[src/rtl/uart_image_receiver.sv]
// -----------------------------------------------------------------------------
// uart_image_receiver
//   Receive end of the UART image link. Bytes from the UART receiver are
//   grouped into R,G,B triplets, each triplet becomes one 24-bit pixel that is
//   written in raster order to a frame-buffer write port. After the last pixel
//   a 10-byte trailer 0x00..0x09 must follow; the block then reports done, or
//   frame_err with a cause code if anything went wrong on the way.
//
// Parameters
//   WIDTH, HEIGHT  frame geometry, NPIX = WIDTH*HEIGHT pixels per frame
//   ADDR_W         pixel address width, 2**ADDR_W >= NPIX
//   TIMEOUT        max clk cycles between bytes once a frame started, 0 = off
//
// Ports
//   clk, rst_n     clock, synchronous active-low reset
//   en             high = receive one frame, low = return to idle / abort
//   rx_data        byte from the UART receiver, valid when rx_valid
//   rx_valid       one-cycle byte strobe
//   wr_data        pixel {R,G,B}
//   wr_addr        pixel index 0..NPIX-1
//   wr_en          write request, held with data/addr until wr_ready
//   wr_ready       sink accepts in any cycle with wr_en & wr_ready
//   done           frame and trailer received correctly
//   frame_err      frame failed, err_code gives the cause
//   err_code       0 none, 1 bad trailer byte, 2 pixel overrun, 3 timeout
//   state          IDLE=0 COLLECT=1 TRAILER=2 DONE=3 ERROR=4 (debug)
// -----------------------------------------------------------------------------
module uart_image_receiver #(
   parameter int WIDTH   = 640,
   parameter int HEIGHT  = 480,
   parameter int ADDR_W  = 19,
   parameter int TIMEOUT = 1000000
) (
   input  logic              clk,
   input  logic              rst_n,
   input  logic              en,
   input  logic [7:0]        rx_data,
   input  logic              rx_valid,
   output logic [23:0]       wr_data,
   output logic [ADDR_W-1:0] wr_addr,
   output logic              wr_en,
   input  logic              wr_ready,
   output logic              done,
   output logic              frame_err,
   output logic [1:0]        err_code,
   output logic [2:0]        state
);

   localparam int              NPIX     = WIDTH * HEIGHT;
   // pix_cnt is one bit wider than the address so it can hold NPIX itself
   localparam logic [ADDR_W:0] LAST_PIX = (ADDR_W + 1)'(NPIX - 1);
   localparam logic [ADDR_W:0] PIX_ONE  = (ADDR_W + 1)'(1);
   localparam logic [31:0]     TMO      = 32'(TIMEOUT);
   localparam logic [3:0]      TRL_LEN  = 4'd10;

   localparam logic [1:0] ERR_TRAILER = 2'd1;
   localparam logic [1:0] ERR_OVERRUN = 2'd2;
   localparam logic [1:0] ERR_TIMEOUT = 2'd3;

   typedef enum logic [2:0] {
      IDLE    = 3'd0,
      COLLECT = 3'd1,
      TRAILER = 3'd2,
      DONE    = 3'd3,
      ERROR   = 3'd4
   } state_t;

   state_t          st;
   logic [1:0]      byte_idx;
   logic [7:0]      r_q;
   logic [7:0]      g_q;
   logic [ADDR_W:0] pix_cnt;
   logic [3:0]      trail_idx;
   logic [31:0]     gap;
   logic            gap_run;    // gap counter armed by the first byte of a frame

   logic accept;
   logic timed_out;

   // wr_en doubles as the "write pending" flag: it is set when a pixel is
   // issued and cleared only by acceptance, abort, error or reset.
   assign accept    = wr_en & wr_ready;
   assign timed_out = (TIMEOUT != 0) && gap_run && (gap == TMO);
   assign state     = st;

   always_ff @(posedge clk) begin
      if (!rst_n) begin
         st        <= IDLE;
         byte_idx  <= '0;
         r_q       <= '0;
         g_q       <= '0;
         pix_cnt   <= '0;
         trail_idx <= '0;
         gap       <= '0;
         gap_run   <= 1'b0;
         wr_en     <= 1'b0;
         wr_data   <= '0;
         wr_addr   <= '0;
         done      <= 1'b0;
         frame_err <= 1'b0;
         err_code  <= '0;
      end else begin
         // Inter-byte gap: cleared by every byte, saturates rather than wraps
         // so a disabled timeout can idle forever without aliasing.
         if (st == COLLECT || st == TRAILER) begin
            if (rx_valid) begin
               gap     <= '0;
               gap_run <= 1'b1;
            end else if (gap_run && gap != '1) begin
               gap <= gap + 32'd1;
            end
         end

         case (st)
            IDLE: begin
               if (en) begin
                  st        <= COLLECT;
                  pix_cnt   <= '0;
                  byte_idx  <= '0;
                  trail_idx <= '0;
                  gap       <= '0;
                  gap_run   <= 1'b0;
                  done      <= 1'b0;
                  frame_err <= 1'b0;
                  err_code  <= '0;
               end
            end

            COLLECT: begin
               // Exits are checked first so a byte arriving with them is dropped.
               if (!en) begin
                  st       <= IDLE;
                  wr_en    <= 1'b0;
                  byte_idx <= '0;
               end else if (timed_out) begin
                  st        <= ERROR;
                  frame_err <= 1'b1;
                  err_code  <= ERR_TIMEOUT;
                  wr_en     <= 1'b0;
               end else begin
                  if (accept)
                     wr_en <= 1'b0;
                  if (rx_valid) begin
                     if (byte_idx == 2'd0) r_q <= rx_data;
                     if (byte_idx == 2'd1) g_q <= rx_data;
                     if (byte_idx == 2'd2) begin
                        byte_idx <= '0;
                        // A write accepted this very cycle frees the slot, so
                        // only a still-stalled write counts as an overrun.
                        if (wr_en && !wr_ready) begin
                           st        <= ERROR;
                           frame_err <= 1'b1;
                           err_code  <= ERR_OVERRUN;
                           wr_en     <= 1'b0;
                        end else begin
                           wr_en   <= 1'b1;
                           wr_data <= {r_q, g_q, rx_data};
                           wr_addr <= pix_cnt[ADDR_W-1:0];
                           pix_cnt <= pix_cnt + PIX_ONE;
                           if (pix_cnt == LAST_PIX)
                              st <= TRAILER;
                        end
                     end else begin
                        byte_idx <= byte_idx + 2'd1;
                     end
                  end
               end
            end

            TRAILER: begin
               if (!en) begin
                  st    <= IDLE;
                  wr_en <= 1'b0;
               end else if (timed_out) begin
                  st        <= ERROR;
                  frame_err <= 1'b1;
                  err_code  <= ERR_TIMEOUT;
                  wr_en     <= 1'b0;
               end else if (rx_valid && trail_idx != TRL_LEN &&
                            rx_data != {4'd0, trail_idx}) begin
                  st        <= ERROR;
                  frame_err <= 1'b1;
                  err_code  <= ERR_TRAILER;
                  wr_en     <= 1'b0;
               end else begin
                  // The last pixel write may still be draining here.
                  if (accept)
                     wr_en <= 1'b0;
                  if (rx_valid && trail_idx != TRL_LEN)
                     trail_idx <= trail_idx + 4'd1;
                  if (trail_idx == TRL_LEN && !wr_en) begin
                     st   <= DONE;
                     done <= 1'b1;
                  end
               end
            end

            DONE: begin
               if (!en) begin
                  st   <= IDLE;
                  done <= 1'b0;
               end
            end

            ERROR: begin
               // frame_err/err_code are left for software to read until restart
               if (!en)
                  st <= IDLE;
            end

            default: st <= IDLE;
         endcase
      end
   end

endmodule

[config.mk]
export PLATFORM = sky130hd
export DESIGN_NAME = uart_image_receiver
export DESIGN_NICKNAME = d
export VERILOG_FILES = /design/src/rtl/uart_image_receiver.sv
export SDC_FILE = /design/constraint.sdc
export NUM_CORES = 1
export LEC_CHECK = 0
export BUFFER_PORTS_ARGS = -buffer_cell sky130_fd_sc_hd__buf_2
export CAP_MARGIN = 5
export CORE_MARGIN = 3
export CORE_UTILIZATION = 43
export DETAILED_ROUTE_END_ITERATION = 10
export SYNTH_ARGS = -nofsm -noshare
export SYNTH_HDL_FRONTEND = slang
export SYNTH_SLANG_ARGS = --single-unit
[constraint.sdc]
create_clock -name clk -period 2.9 [get_ports clk]
set_input_delay 0.435 -clock clk [delete_from_list [all_inputs] [get_ports clk]]
set_output_delay 0.435 -clock clk [all_outputs]
set_load 0.02 [all_outputs]
==> reports/qor.yml <==
outcome: "complete, no violations"
swShare_pct: 25.5
numCtsBuffers: 17
cap_violations: 0
rsz0062_at_grt: "false"
drc: 0
rr_worst_depth: 8
pin_count: 64
setup_tns_ns: 0
coreArea_mm2: 0.0127
min-delay-path-class: "input pin to flop"
maxSlewViolCount: 0
place.gp.congestion: 0.904
vias: 4938
cts.sinks: 126
grt_pass1_vias: 4510
fin_worst_skew_ns: 0.00898
cellLeakagePower_nw: 2.47
p_per_area_mw_per_mm2: 676
syn_area_mm2: 0.00565
synth_largest_area_cell: "dfxtp_1"
ir_drop_uv: 346
wl_per_cell_um: 14.3
ys_warn_count: 0
htree_levels: 4
gr-usage-all-layers_pct: 18.9
drtIter0Drc: 405
synth_nets: 707
drive_above_1_share_pct: 15.5
seq_area_frac_synth_pct: 44.6
holdPathStages: 3
synth.most_common_cell: "dfxtp_1"
startpoint_type: "flop"
yosysTopAreaCellShare_pct: 44.6
die_area_mm2: 0.0146
clk_pin_slew_worst_paths_ns: 0.06
root_buffer: "clkbuf_16"
finalWirelength_um: 13300
clk_path_buf_depth: 2
timing.final.crit_share_pct: 85.5
synth.area.top_cells: "dfxtp_1 45%, nand2_1 7.6%, a21oi_1 6.0%, xnor2_1 5.3%, nor2_1 5.2%"
die_x_um: 121
dp_hpwl_um: 9170
relSlewSlack_pct: 44.1
portBuffers: 63
worst_pin_slew_ns: 0.836
max_freq_ghz: 0.403
viasPerCell: 5.30
required_ns: 3.17
ys_async_sr_fraction_pct: 0
ys_types: 52
cp_max_fo: 13
finalPower_w: 0.00456
combPwrFrac_pct: 12.1
grt_pass1_wl_um: 22300
nNetsFinal: 765
synthTopCellsByCount: "126 x dfxtp_1, 115 x nand2_1, 79 x nor2_1"
fp.dieH_um: 121
p_sw_w: 0.00116
area_growth_pct: 19.2
initial_core_util_pct: 44.4
antenna_found_initial: 0
synthFlopType: "dfxtp_1"
dr.pass1.iters: 4
cts-resized-gates: 0
endpoint_kind: "flop"
n_fill_cell: 1258
synth_edf_count: 0
synth-seq-cells: 126
hold_viol_final: 0
avgSynthCellArea_um2: 8.21
cts_tree: "built"
postCtsSetupBuffers: 0
arrival_ns: 2.75
fp-row-count: 41
p_int_w: 0.00340
setup_viol: 0
ant_nets: 0
diodes: 0
clkPwrFrac_pct: 48.0
grt.overflow.total: 0
cts_hold_buffers: 0
clock_latency_ns: 0.41
syn_inst: 689
min_period_ns: 2.48
path_class: "flop to flop"
p_seq_share_pct: 39.8
grt_max_degree: 66
kinds of logic (layout without fill, tap and decap cells):
kind of cell             Yosys count  count (layout)  synth area share (%)
AO/OA/AOI/OAI                    116             116                  12.1
AND/OR/NAND/NOR                  325             325                  28.1
buffers and inverters             56             127                  4.23
adder cells (fa/ha/maj)            5               5                  1.11
multiplexers                      17              17                  3.03
XOR/XNOR                          44              44                  6.82
flip-flops                       126             126                  44.6
cell type report:
| type | count | area [um2] | area share, % |
|---|---|---|---|
| flip-flops and latches | 126 | 2520 | 37.4 |
| inverters | 19 | 71.3 | 1.06 |
| clock buffers | 23 | 488 | 7.24 |
| multi-input cells | 507 | 2900 | 43.0 |
| clock inverters | 9 | 133 | 1.97 |
| repair buffers | 76 | 413 | 6.12 |
| well taps | 172 | 215 | 3.19 |
critical path, stage by stage (launching register included):
cell	delay (ns)
dfxtp_1	0.34
inv_1	0.09
ha_1	0.14
nor4bb_1	0.24
nand4_1	0.20
or2_2	0.46
nand4_1	0.50
mux2i_1	0.28
nor2_1	0.07
power by group through the flow:
stage	Sequential, W	Clock (W)	Combinational [W]
finish	0.00182	0.00219	0.000552
global route	0.00182	0.00232	0.000605
global placement	0.00185	0	0.000543
floorplan	0.00187	0	0.000368
detailed placement	0.00185	0	0.000544
CTS	0.00182	0.00223	0.000548
cells in the final DEF, fill, tap and decap left out, drive strengths merged, types with 6 or more instances in the layout:
master,n
nor2,79
nor3,23
a21oi,68
xor2,10
nor4b,8
clkbuf,23
mux2i,16
xnor2,34
nand4,14
buf,76
nand3,19
o21ai,17
nand2,115
and4,6
dfxtp,126
inv,19
and3,6
or3,14
nor4,19
metal layers:
layer | part of all wire (%) | track usage, % | wire length, um | up-vias
met5 | 0 | 0 | 0 | -
li1 | - | - | - | 2513
met3 | 4.5 | 5.19 | 602 | 19
met2 | 46 | 29.8 | 6170 | 109
met1 | 48 | 24.9 | 6360 | 2297
met4 | 1.6 | 6.66 | 219 | 0
registers in the layout, summed over array words and instances (netlist names):
name,count
gap,32
wr_data,24
pix_cnt,20
wr_addr,19
g_q,8
r_q,8
trail_idx,4
state,3
byte_idx,2
err_code,2
done,1
frame_err,1
gap_run,1
wr_en,1
per-stage QoR:
stage	hold WS, ns	setup WS, ns	instance area (um2)	cells	util, %
3_5_place_dp	0.443	0.450	6120	900	48.1
3_3_place_gp	0.440	0.525	6120	900	48.1
5_1_grt	0.295	0.192	6740	932	53.0
4_1_cts	0.288	0.424	6740	932	53.0
6_report	0.304	0.420	6740	932	53.0
2_1_floorplan	0.432	0.759	5650	689	-
worst paths after layout:
check / start / endpoint / slack, ns
max: gap[0] / g_q[4] / 0.42
max reg2reg: gap[0] / g_q[4] / 0.42
min: rx_data[4] / wr_data[4] / 0.30
min reg2reg: wr_addr[9] / wr_addr[9] / 0.45
(Power assumes the default switching activity.)
